`src/rtl/rgb_colour_decoder.sv`:
```
// Decodes 24-bit RGB pixels to a 3-bit colour code through a two-stage valid/ready pipeline.
// Also flags exact palette pixels and keeps a saturating count of non-exact ones.
module rgb_colour_decoder #(
  parameter logic [7:0]  THRESH = 8'h80,
  parameter int unsigned ERR_W  = 8
) (
  input  logic             clk,
  input  logic             rst,
  input  logic [23:0]      rgb,
  input  logic             in_valid,
  output logic             in_ready,
  output logic [2:0]       colour,
  output logic             exact,
  output logic             out_valid,
  input  logic             out_ready,
  input  logic             clear,
  output logic [ERR_W-1:0] err_count
);

  localparam logic [ERR_W-1:0] ErrMax = '1;

  logic [7:0] chan_r, chan_g, chan_b;
  logic [2:0] in_colour;
  logic       in_exact;

  logic       s1_valid;
  logic [2:0] s1_colour;
  logic       s1_exact;

  logic       s2_free;
  logic       accept;
  logic       advance;

  assign chan_r = rgb[23:16];
  assign chan_g = rgb[15:8];
  assign chan_b = rgb[7:0];

  always_comb begin
    in_colour = {chan_r >= THRESH, chan_g >= THRESH, chan_b >= THRESH};
    in_exact  = (chan_r == 8'h00 || chan_r == 8'hFF) &&
                (chan_g == 8'h00 || chan_g == 8'hFF) &&
                (chan_b == 8'h00 || chan_b == 8'hFF);
  end

  // Ready is combinational so a released stall accepts in the same cycle.
  assign s2_free  = !out_valid || out_ready;
  assign in_ready = !rst && (!s1_valid || s2_free);
  assign accept   = in_valid && in_ready;
  assign advance  = s1_valid && s2_free;

  always_ff @(posedge clk or posedge rst) begin
    if (rst) begin
      s1_valid  <= 1'b0;
      s1_colour <= 3'b000;
      s1_exact  <= 1'b0;
    end else if (accept) begin
      s1_valid  <= 1'b1;
      s1_colour <= in_colour;
      s1_exact  <= in_exact;
    end else if (advance) begin
      s1_valid  <= 1'b0;
    end
  end

  always_ff @(posedge clk or posedge rst) begin
    if (rst) begin
      out_valid <= 1'b0;
      colour    <= 3'b000;
      exact     <= 1'b0;
    end else if (advance) begin
      out_valid <= 1'b1;
      colour    <= s1_colour;
      exact     <= s1_exact;
    end else if (out_ready) begin
      out_valid <= 1'b0;
    end
  end

  // Clear takes priority over a simultaneous non-exact accept.
  always_ff @(posedge clk or posedge rst) begin
    if (rst) begin
      err_count <= '0;
    end else if (clear) begin
      err_count <= '0;
    end else if (accept && !in_exact && err_count != ErrMax) begin
      err_count <= err_count + 1'b1;
    end
  end

endmodule
```
`config.mk`:
```
export PLATFORM = sky130hd
export DESIGN_NAME = rgb_colour_decoder
export DESIGN_NICKNAME = d
export VERILOG_FILES = /design/src/rtl/rgb_colour_decoder.sv
export SDC_FILE = /design/constraint.sdc
export NUM_CORES = 1
export LEC_CHECK = 0
export CAP_MARGIN = 20
export CORE_MARGIN = 5
export CORE_UTILIZATION = 40
export CTS_CLUSTER_DIAMETER = 50
export CTS_CLUSTER_SIZE = 30
export DETAILED_ROUTE_END_ITERATION = 10
export PLACE_DENSITY = 0.86
export SYNTH_ARGS = -nofsm -noshare
export SYNTH_HDL_FRONTEND = slang
export SYNTH_SLANG_ARGS = --single-unit
```
`constraint.sdc`:
```
create_clock -name clk -period 2.5 [get_ports clk]
set_input_delay 0.5 -clock clk [delete_from_list [all_inputs] [get_ports clk]]
set_output_delay 0.5 -clock clk [all_outputs]
set_load 0.01 [all_outputs]
```
==> flow_summary.yaml, run 1 <==
outcome:
  status: "finished, final reports clean"
worst_setup_path:
  crit_path_start_kind: "input port"
  worstPathMaxFanout: 5
  cp.required_ns: 2.00
  crit_arrival_ns: 1.76
  cp-end-kind: "output port"
  path_class: "input port to output port"
die:
  initial_core_util_pct: 40.9
  die_w_um: 59.9
  die-area_mm2: 0.00359
  fp-row-count: 18
  die-height_um: 59.9
  core_area_mm2: 0.00243
  num_io_pins: 43
global_routing:
  grtUsageTotal_pct: 14.8
  use_met3_pct: 4.97
  top_usage_layer: "met2"
  grt_max_degree: 19
  grtUsageMet2_pct: 24.7
  antenna_found_initial: 0
  grt_overflow: 0
  grt_pass1_wl_um: 3970
  grt_pass1_vias: 875
  grt_util_met1_pct: 18.6
sta:
  slew_headroom_pct: 55.0
  finalHoldViolations: 0
  post-route-min-period_ns: 2.26
  rsz0062_at_grt: "no"
  timing.fmax_mhz: 442
  worst_clock_skew_ns: 0.00120
  drv_slew: 0
  fin_ws_ns: 0.239
  tightest_slew_ns: 0.675
  fin_crit_sh_pct: 90.4
  setup_violations: 0
  setup_tns_ns: 0
power:
  switching_power_mw: 0.160
  ir_drop_mv: 0.323
  pwr-share-seq_pct: 52.3
  clockPowerShare_pct: 21.2
  p_comb_share_pct: 26.4
  power.density_mw_per_mm2: 438
  swShare_pct: 24.8
  cellInternalPower_mw: 0.486
  p_leak_nw: 0.553
placed_design:
  port_buffers: 42
  pre_cts_slack_ns: 0.0851
  hpwl_um: 2030
  gp_congestion: 0.837
detailed_routing:
  num_vias: 913
  wl_per_cell_um: 14.8
  remaining_drc_errors: 0
  detail-route-antenna-nets: 0
  avgViaCountPerCell: 5.47
  drt_iter0_drc: 21
  dr.pass1.iters: 4
  routed_wl_um: 2480
job:
  drv_cap: 0
synth:
  ys_async_sr_fraction_pct: 100
  synth.distinct_cells: 36
  ys_ff_latch: 18
  synthFlopType: "dfrtp_1"
  ys_seq_area_share_pct: 45.2
  synth_edf_count: 0
  avgSynthCellArea_um2: 10.7
  synth_area_leaders: "dfrtp_1 45%, mux2_2 5.7%, mux2_1 4.5%"
  syn_inst: 93
  synth_most_common_cell: "dfrtp_1"
  yosys_warnings: 0
  synth_area_um2: 996
  synth_common_cells: "18 x dfrtp_1, 7 x nand4_1, 6 x nor4_1"
  synth.top_cell.area_share_pct: 45.2
  synth_nets: 123
  yosysTopAreaCell: "dfrtp_1"
cells_and_area:
  drive_gt1_share_pct: 16.8
  num-fill-cells: 204
  syn2layout_area_growth_pct: 48.1
  num_antenna_cells: 0
  final_nets: 169
clocking:
  clk_latency_ns: 0.28
  cts.htree.levels: 1
  tritoncts: "done"
  clk_pin_slew_ns: 0.09
  clock_sinks: 18
  postCtsSetupRepairBufs: 0
  cts-root-buf: "clkbuf_4"
  cts_resized: 0
  max-clock-path-buffers: 2
  cts.hold.buffers_added: 0
  numCtsBuffers: 3
hold_path:
  hp-class: "flip-flop to flip-flop"
==> state kept, by name (all words and copies together), names as in the netlist <==
| register | flops |
|---|---|
| s1_colour | 3 |
| s1_valid | 1 |
| out_valid | 1 |
| exact | 1 |
| colour | 3 |
| err_count | 8 |
| s1_exact | 1 |
==> cell type report <==
| type | instances | area [um2] | area share [%] |
|---|---|---|---|
| clock buffer | 3 | 22.5 | 1.53 |
| inverter | 3 | 11.3 | 0.763 |
| multi-input combinational | 69 | 518 | 35.1 |
| sequential | 18 | 450 | 30.5 |
| tap | 30 | 37.5 | 2.54 |
| timing repair buffer | 44 | 435 | 29.5 |
==> layer usage <==
layer  part of all wire (%)  vias up
met3                    5.1        2
met5                      0        -
met4                   0.48        0
li1                       -      453
met2                     54       20
met1                     41      438
==> layout by cell type (no fill, tap or decap), types with 2 or more instances in the layout <==
| master | Yosys | final |
|---|---|---|
| a21oi_1 | 4 | 4 |
| a21oi_2 | 3 | 3 |
| and3_1 | 2 | 2 |
| buf_4 | 1 | 2 |
| clkbuf_4 | 0 | 3 |
| clkdlybuf4s50_1 | 0 | 42 |
| dfrtp_1 | 18 | 18 |
| inv_1 | 2 | 2 |
| mux2_1 | 4 | 4 |
| mux2_2 | 5 | 5 |
| nand2_1 | 5 | 5 |
| nand3_1 | 3 | 3 |
| nand4_1 | 7 | 7 |
| nor4_1 | 6 | 6 |
| o21ai_1 | 2 | 2 |
| o31ai_1 | 4 | 4 |
| or2_1 | 2 | 2 |
| or2_2 | 2 | 2 |
| or4_1 | 4 | 4 |
==> through the flow <==
stage          hold slack (ns)  power, mW  area (um2)  util (%)  cells
2_1_floorplan            0.439      0.408         996         -     93
3_3_place_gp             0.469      0.511        1450      59.7    164
3_5_place_dp             0.478      0.518        1450      59.7    164
4_1_cts                  0.499      0.654        1480      60.6    167
5_1_grt                  0.532      0.684        1480      60.6    167
6_report                 0.497      0.646        1480      60.6    167
==> path summary, 6_finish.rpt <==
kind / from / end / slack (ns) / cells after the start
max: out_ready / in_ready / 0.24 / 4
min: s1_colour[0] / s1_colour[0] / 0.50 / 1
max reg2reg: err_count[0] / err_count[6] / 0.65 / 5
min reg2reg: s1_colour[0] / s1_colour[0] / 0.50 / 1
max in group asynchronous: rst / colour[1] / 1.34 / 2
min in group asynchronous: rst / s1_exact / 0.74 / 2
==> power groups by stage <==
stage                     registers [mW]  logic (mW)  clock network, mW
after floorplan                    0.353      0.0554                  0
after global placement             0.343       0.168                  0
after detailed placement           0.345       0.173                  0
after CTS                          0.339       0.173              0.142
after global routing               0.344       0.185              0.155
final                              0.338       0.171              0.137
==> logic make-up (layout without fill, tap and decap cells) <==
logic type / Yosys count / in the layout / share of synthesized area [%]
mux: 9 / 9 / 10.2
flops: 18 / 18 / 45.2
compound gates: 18 / 18 / 14.3
fa+ha+maj: 1 / 1 / 1.26
simple gates: 41 / 41 / 26.3
buf+inv: 6 / 50 / 2.76
==> worst max-delay path, stage by stage <==
cell and delay (ns):
clkdlybuf4s50_1 0.50, nor2b_4 0.07, a21oi_1 0.14, clkdlybuf4s50_1 0.55
(Power assumes the default switching activity.)
==> inputs of run 2 (changes only) <==
--- a/config.mk
+++ b/config.mk
@@ -12,6 +12,7 @@
 export CTS_CLUSTER_SIZE = 30
 export DETAILED_ROUTE_END_ITERATION = 10
 export PLACE_DENSITY = 0.86
+export RECOVER_POWER = 100
 export SYNTH_ARGS = -nofsm -noshare
 export SYNTH_HDL_FRONTEND = slang
 export SYNTH_SLANG_ARGS = --single-unit
==> flow_summary.yaml, run 2 (same netlist as run 1, synthesis figures left out) <==
worst_setup_path:
  reg2reg_from: "out_valid"
  rrSetupSlack_ns: 0.57
  worstPathMaxFanout: 5
  worstPathCellList: "dlygate4sd3_1 > nor2b_4 > a21oi_1 > clkdlybuf4s50_1"
  crit_path_start_kind: "input port"
  reg2reg_to: "err_count[7]"
  crit_arrival_ns: 1.83
  rr_worst_depth: 6
  path_class: "input port to output port"
  cp-end-kind: "output port"
  cp_slowest_cell: "dlygate4sd3_1"
  cp.required_ns: 2.00
  slowest_delay_ns: 0.57
cells_and_area:
  drive_gt1_share_pct: 14.6
  layout_commonest_cell: "clkdlybuf4s50_1"
  syn2layout_area_growth_pct: 45.7
  largest_registers: "err_count x8, colour x3, s1_colour x3"
  utilization_pct: 59.7
  num-fill-cells: 210
  final_nets: 169
  largest_register_ff_count: 8
  num_antenna_cells: 0
  top_register: "err_count"
  final_cell_mix: "27 x clkdlybuf4s50_1, 18 x dfrtp_1, 15 x dlygate4sd3_1"
detailed_routing:
  remaining_drc_errors: 0
  wl_met2_um: 1330
  met1_length_um: 998
  avgViaCountPerCell: 5.42
  drt_iter0_drc: 24
  detail-route-antenna-nets: 0
  routed_wl_um: 2490
  top_layer: "met4"
  wl_per_cell_um: 14.9
  wl_met3_um: 145
  num_vias: 905
  dr.pass1.iters: 4
power:
  clockPowerShare_pct: 21.7
  ir_drop_mv: 0.320
  p_comb_share_pct: 25.0
  p_leak_nw: 0.580
  power.density_mw_per_mm2: 436
  cellInternalPower_mw: 0.475
  swShare_pct: 24.8
  switching_power_mw: 0.157
  pwr-share-seq_pct: 53.2
die:
  num_io_pins: 43
  core_area_mm2: 0.00243
  initial_core_util_pct: 40.9
  fp-row-count: 18
  die-height_um: 59.9
  die-area_mm2: 0.00359
  die_w_um: 59.9
sta:
  fin_ws_ns: 0.173
  setup_tns_ns: 0
  worst_clock_skew_ns: 0.00125
  tightest_slew_ns: 0.674
  drv_slew: 0
  timing.fmax_mhz: 430
  slew_headroom_pct: 55.0
  fin_crit_sh_pct: 93.1
  hold_ws_ns: 0.492
  rsz0062_at_grt: "no"
  finalHoldViolations: 0
  post-route-min-period_ns: 2.33
  setup_violations: 0
global_routing:
  antenna_found_initial: 0
  grt_pass1_vias: 875
  grtUsageTotal_pct: 14.8
  grt_overflow: 0
  grt_pass1_wl_um: 3970
  grt_max_degree: 19
hold_path:
  whs_endpoint: "s1_colour[0]"
  min_path_cells: 1
  hold_start: "s1_colour[0]"
  hp-class: "flip-flop to flip-flop"
placed_design:
  pre_cts_slack_ns: 0.0851
  port_buffers: 42
  gp_congestion: 0.837
  hpwl_um: 2030
clocking:
  postCtsSetupRepairBufs: 0
  cts_resized: 0
  cts.hold.buffers_added: 0
  clk_latency_ns: 0.28
  numCtsBuffers: 3
  cts-root-buf: "clkbuf_4"
  clk_pin_slew_ns: 0.09
  max-clock-path-buffers: 2
  tritoncts: "done"
  cts.htree.levels: 1
  clock_sinks: 18
outcome:
  status: "finished, final reports clean"
job:
  drv_cap: 0
run 2: changes by cell type in the layout (fill, tap and decap cells not counted), sizes merged:
cell and change:
clkbuf +2, dlygate4sd3 +15, clkdlybuf4s50 -15, buf -2
run 2: cell type report:
cell class,instances,area [um2],area share [%]
repair buffers,44,429,29.6
clock buffers,3,22.5,1.55
flip-flops and latches,18,450,31.0
inverters,3,11.3,0.776
well taps,30,37.5,2.59
multi-input cells,69,500,34.5
run 2: power by group through the flow:
stage | Clock, mW | Combinational [mW] | Sequential [mW]
after floorplan | 0 | 0.0554 | 0.353
after global placement | 0 | 0.168 | 0.343
after detailed placement | 0 | 0.173 | 0.345
after CTS | 0.142 | 0.173 | 0.339
after global routing | 0.155 | 0.173 | 0.342
final | 0.137 | 0.158 | 0.337
run 2: how the worst max path moves through the flow:
stage / from / endpoint / slack (ns) / cells after the start
finish: out_ready / in_ready / 0.17 / 4
global route: out_ready / err_count[7] / 0.09 / 7
CTS: out_ready / in_ready / 0.23 / 4
detailed placement: rgb[23] / err_count[7] / 0.09 / 7
global placement: rgb[23] / err_count[6] / 0.14 / 6
floorplan: rgb[20] / err_count[6] / 0.54 / 5
run 2: worst max-delay path, delay by kind of cell:
family | cells | cell delay (ns)
AO/OA/AOI/OAI | 1 | 0.14
AND/OR/NAND/NOR | 1 | 0.06
buffers and inverters | 2 | 1.12
run 2: metal layers:
layer  track usage [%]  up-vias
met1              18.6      431
met3              4.97        2
met2              24.7       20
met5                 0        -
li1                  -      452
met4              2.85        0
run 2: per-stage QoR:
stage / power [mW] / instances / cell area, um2
finish: 0.632 / 167 / 1450
global placement: 0.511 / 164 / 1450
floorplan: 0.408 / 93 / 996
detailed placement: 0.518 / 164 / 1450
CTS: 0.654 / 167 / 1480
global route: 0.671 / 167 / 1450
==> RTL edit 1: new RTL, flow settings as in run 2 <==
Set the parameter `ERR_W` to 10 (it was 8).
--- a/src/rtl/rgb_colour_decoder.sv
+++ b/src/rtl/rgb_colour_decoder.sv
@@ -2,7 +2,7 @@
 // Also flags exact palette pixels and keeps a saturating count of non-exact ones.
 module rgb_colour_decoder #(
   parameter logic [7:0]  THRESH = 8'h80,
-  parameter int unsigned ERR_W  = 8
+  parameter int unsigned ERR_W  = 10
 ) (
   input  logic             clk,
   input  logic             rst,
Ports: changed (resized err_count); port bits go from 43 to 45. The function was not compared with the original's and may differ.
==> RTL edit 1 against run 2 <==
Synthesized cell count increased by 14%. Final area rose by 13%. Sequential cell count is 2 higher. Wire length grew 16%. Core utilization rose by 1.2 points. Critical path depth grew 1. Sequential power increased by 9.8%. Synthesized area up 11%. Non-clock buffer count rose by 6. Highest routed layer unchanged. Total power rose by 27%. Critical endpoint unchanged. Clock skew barely moved. Worst setup slack better by 0.011 ns.
==> RTL edit 1: results <==
group,metric,value,unit
critical_path,endpoint,"in_ready",
global_route,grt_max_degree,21,
synthesis,ys_types,36,
synthesis,synthFlopType,"dfrtp_1",
cts,clk_latency,0.30,ns
critical_path,reg2reg_from,"err_count[0]",
route,wirelength,2880,µm
status,status,"finished, final reports clean",
synthesis,synth_nets,136,
cts,post_cts.repair.setup_buffers,0,
global_route,grt_pass1_wl,4770,µm
sta,worst_pin_slew,1.07,ns
finish,largest_register_ffs,10,
critical_path,crit_path_start,"out_ready",
synthesis,synth_commonest_cells,"dfrtp_1, nand2_1, mux2_2",
global_route,grt_usage,14.5,%
global_route,grt_antenna_before_repair,0,
finish,diodes,0,
critical_path,r2r-end,"err_count[2]",
placement,dpl.hpwl,2330,µm
route,drtPass1Iterations,4,
placement,portBuffers,44,
cts,post_cts_resized,0,
critical_path,ff2ff_path_depth,7,
synthesis,synth_area_leaders,"dfrtp_1, mux2_2, mux2_1, a21oi_2, nor4_1",
sta,skew,0.00113,ns
synthesis,ys_async_sr_fraction,100,%
synthesis,seq_area_frac_synth,45.5,%
cts,clkTransAtPathRegs,0.11,ns
route,viasPerCell,5.68,
sta,drv_slew,0,
finish,drive_gt1_share,15.3,%
min_path,hp-class,"register to register",
power_and_ir_drop,p_leak,0.667,nW
cts,root_buffer,"clkbuf_4",
cts,cts.htree.levels,1,
power_and_ir_drop,max-vdd-ir-drop,0.000548,V
critical_path,r2r_setup_slack,0.32,ns
global_route,grt_pass1_vias,1070,
finish,reg_top3,"err_count x10, colour x3, s1_colour x3",
route,drc_errors,0,
placement,gp_congestion,0.836,
route,drt-initial-drc-count,47,
cts,clockBufferDepth,2,
cts,cts_made_buffers,3,
synthesis,yosysWarnings,0,
route,ant_nets,0,
critical_path,worst-path-max-fanout,4,
finish,nets,188,
critical_path,arrival,1.82,ns
[RTL edit 1: cell types whose count changed after synthesis, moves of 2 or more]
| cell | run 2 | this run |
|---|---|---|
| nor2_1 | 1 | 7 |
| a21oi_1 | 4 | 0 |
| nand2_1 | 5 | 9 |
| mux2_2 | 5 | 8 |
| or4_1 | 4 | 1 |
| or4_2 | 0 | 3 |
| a21oi_2 | 3 | 5 |
| dfrtp_1 | 18 | 20 |
| nor2b_1 | 1 | 3 |
| nor4b_1 | 0 | 2 |
[RTL edit 1: cell type report]
cell class / count / area [µm²]
timing repair buffer: 50 / 470
inverter: 3 / 11.3
multi-input combinational: 80 / 562
sequential: 20 / 500
tap: 31 / 38.8
clock buffer: 3 / 22.5
clock inverter: 1 / 30.0
fill: 225 / 1050
[RTL edit 1: metal layers]
layer  wire length, µm  vias to the layer above  track usage, %  part of all wire, %
met4                32                        0            1.59                  1.1
met3               159                        5            4.68                  5.5
li1                  -                      504               -                    -
met2              1580                       36            26.9                   55
met1              1120                      523            16.5                   39
met5                 0                        -               0                    0
[RTL edit 1: worst min-delay path by stage]
stage                       from        end  slack, ns  cells past startpoint
finish                 colour[1]  colour[1]       0.51                      1
detailed placement  s1_colour[2]  colour[2]       0.49                      1
floorplan               s1_valid  out_valid       0.46                      2
CTS                 s1_colour[2]  colour[2]       0.52                      1
global route           colour[1]  colour[1]       0.54                      1
global placement        s1_valid  out_valid       0.48                      2
[RTL edit 1: logic make-up after synthesis]
| logic type | count (synthesis) | share of synthesized area (%) |
|---|---|---|
| compound gates | 16 | 11.8 |
| buf+inv | 6 | 2.50 |
| fa+ha+maj | 1 | 1.14 |
| simple gates | 51 | 26.8 |
| flops | 20 | 45.5 |
| mux | 12 | 12.3 |
[RTL edit 1: power by group]
part,switching (W),internal [W]
Clock,0.000101,0.000162
Combinational,0.0000674,0.000101
Sequential,0.0000152,0.000354
Total,0.000183,0.000618
[RTL edit 1: critical path, stage by stage]
cell and delay [ns]:
clkdlybuf4s50_1 0.39, nand2b_1 0.15, buf_4 0.14, o21a_1 0.16, clkdlybuf4s50_1 0.48
[RTL edit 1: per-stage QoR]
| step | cell area, µm² | std cells | setup slack (ns) | hold slack, ns | utilization, % |
|---|---|---|---|---|---|
| floorplan | 1100 | 106 | 0.0495 | 0.460 | - |
| global placement | 1610 | 184 | 0.0791 | 0.476 | 59.9 |
| detailed placement | 1610 | 184 | 0.0327 | 0.490 | 59.9 |
| CTS | 1660 | 188 | 0.172 | 0.519 | 61.9 |
| global route | 1640 | 188 | 0.0688 | 0.541 | 60.9 |
| finish | 1640 | 188 | 0.184 | 0.510 | 60.9 |
==> RTL edit 2: new RTL, config.mk and constraints of run 2 <==
Made on the original files. Reset style: synchronous (`rst`), changed in 3 clocked blocks.
--- a/src/rtl/rgb_colour_decoder.sv
+++ b/src/rtl/rgb_colour_decoder.sv
@@ -48,7 +48,7 @@
   assign accept   = in_valid && in_ready;
   assign advance  = s1_valid && s2_free;
 
-  always_ff @(posedge clk or posedge rst) begin
+  always_ff @(posedge clk) begin
     if (rst) begin
       s1_valid  <= 1'b0;
       s1_colour <= 3'b000;
@@ -62,7 +62,7 @@
     end
   end
 
-  always_ff @(posedge clk or posedge rst) begin
+  always_ff @(posedge clk) begin
     if (rst) begin
       out_valid <= 1'b0;
       colour    <= 3'b000;
@@ -77,7 +77,7 @@
   end
 
   // Clear takes priority over a simultaneous non-exact accept.
-  always_ff @(posedge clk or posedge rst) begin
+  always_ff @(posedge clk) begin
     if (rst) begin
       err_count <= '0;
     end else if (clear) begin
Formal check against the unedited RTL: differs if rst is asserted again (counterexample within 4 cycles, from zero or initial values and one cycle with rst high); with rst held inactive, the same outputs for 10 cycles.
==> RTL edit 2 against run 2 <==
Total power decreased by 8.4%. Fmax decreased by 3.3%. Synthesized area decreased by 7.2%. Sequential power decreased by 11%. Non-clock buffer count increased by 1. Worst setup slack got worse by 0.078 ns. Clock skew increased by 0.0015 ns. Wire length increased by 7.0%. Largest power group unchanged. Sequential cell count unchanged. Final area decreased by 3.8%.
==> RTL edit 2: results <==
group,metric,value,unit
status,status,"finished, final reports clean",
global_route,grt_usage,16.0,%
cts,cts.htree.levels,1,
placement,portBuffers,42,
cts,post_cts.repair.setup_buffers,0,
power_and_ir_drop,powerComb,0.0000936,W
placement,gp_congestion,0.861,
finish,diodes,0,
critical_path,slowest_stage,"clkdlybuf4s50_1",
synthesis,ys_types,29,
synthesis,synth_area_leaders,"dfxtp_1, nand4_1, o21ai_0, nor4_1, mux2i_1",
synthesis,synth_commonest_cells,"dfxtp_1, nand2_1, nor2_1, o21ai_0, nand4_1",
cts,post_cts_resized,0,
critical_path,arrival,1.91,ns
finish,reg_top3,"err_count x8, colour x3, s1_colour x3",
critical_path,slowest_delay,0.50,ns
cts,root_buffer,"clkbuf_4",
critical_path,cp_top_family,"buffers and inverters",
global_route,grt_antenna_before_repair,0,
global_route,grt_pass1_wl,4220,µm
synthesis,ys_async_sr_fraction,0,%
cts,clockBufferDepth,2,
sta,drv_slew,0,
cts,cts_made_buffers,3,
power_and_ir_drop,max-vdd-ir-drop,0.000284,V
sta,relSlewSlack,60.3,%
cts,clk_latency,0.30,ns
sta,skew,0.00274,ns
synthesis,yosysWarnings,0,
critical_path,worst-path-max-fanout,5,
placement,post_dp_cell_area,0.00137,mm²
synthesis,synthAdderAreaFrac,1.35,%
power_and_ir_drop,power.total,0.000579,W
global_route,grt_max_degree,18,
route,dr_total_vias,1003,
finish,drive_gt1_share,9.03,%
power_and_ir_drop,seq-power,0.000300,W
synthesis,synth_compound_area_share,15.4,%
synthesis,synthMuxAreaShare,4.33,%
cts,clkTransAtPathRegs,0.11,ns
synthesis,synth_most_common_cell,"dfxtp_1",
placement,dp.cells,179,
route,drt-initial-drc-count,31,
synthesis,synth_nets,141,
min_path,hp-class,"register to register",
finish,nets,186,
placement,place_ws,0.103,ns
power_and_ir_drop,p_leak,0.547,nW
power_and_ir_drop,p_int,0.000440,W
global_route,grt_pass1_vias,991,
synthesis,syn_inst,111,
route,drtPass1Iterations,4,
synthesis,seq_area_frac_synth,39.0,%
placement,dpl.hpwl,2130,µm
synthesis,synthXorXnorAreaFrac,0,%
route,viasPerCell,5.48,
route,wire_per_inst,14.6,µm
## RTL edit 2: changes by cell type after synthesis, moves of 5 or more
cell | run 2 | this run
or3_2 | 0 | 5
dfrtp_1 | 18 | 0
dfxtp_1 | 0 | 18
nor2_1 | 1 | 9
o21ai_0 | 0 | 9
mux2_2 | 5 | 0
## RTL edit 2: final timing paths
path	depth (start not counted)	start	slack, ns	to
setup reg to reg	6	out_valid	0.43	err_count[0]
setup / recovery	4	out_ready	0.09	in_ready
hold reg to reg	2	s1_colour[1]	0.48	s1_colour[1]
hold / removal	2	s1_colour[1]	0.48	s1_colour[1]
## RTL edit 2: metal layers
layer	wire, µm	vias up	track usage, %
met2	1440	26	28.5
met4	107	0	9.93
li1	-	501	-
met5	0	-	0
met1	1040	463	17.7
met3	76	13	2.23
## RTL edit 2: area by class of cell
class	instances	area, µm²
Multi-Input combinational cell	86	522
Clock buffer	4	36.3
Tap cell	28	35.0
Inverter	2	7.51
Fill cell	204	816
Sequential cell	18	360
Timing Repair Buffer	45	435
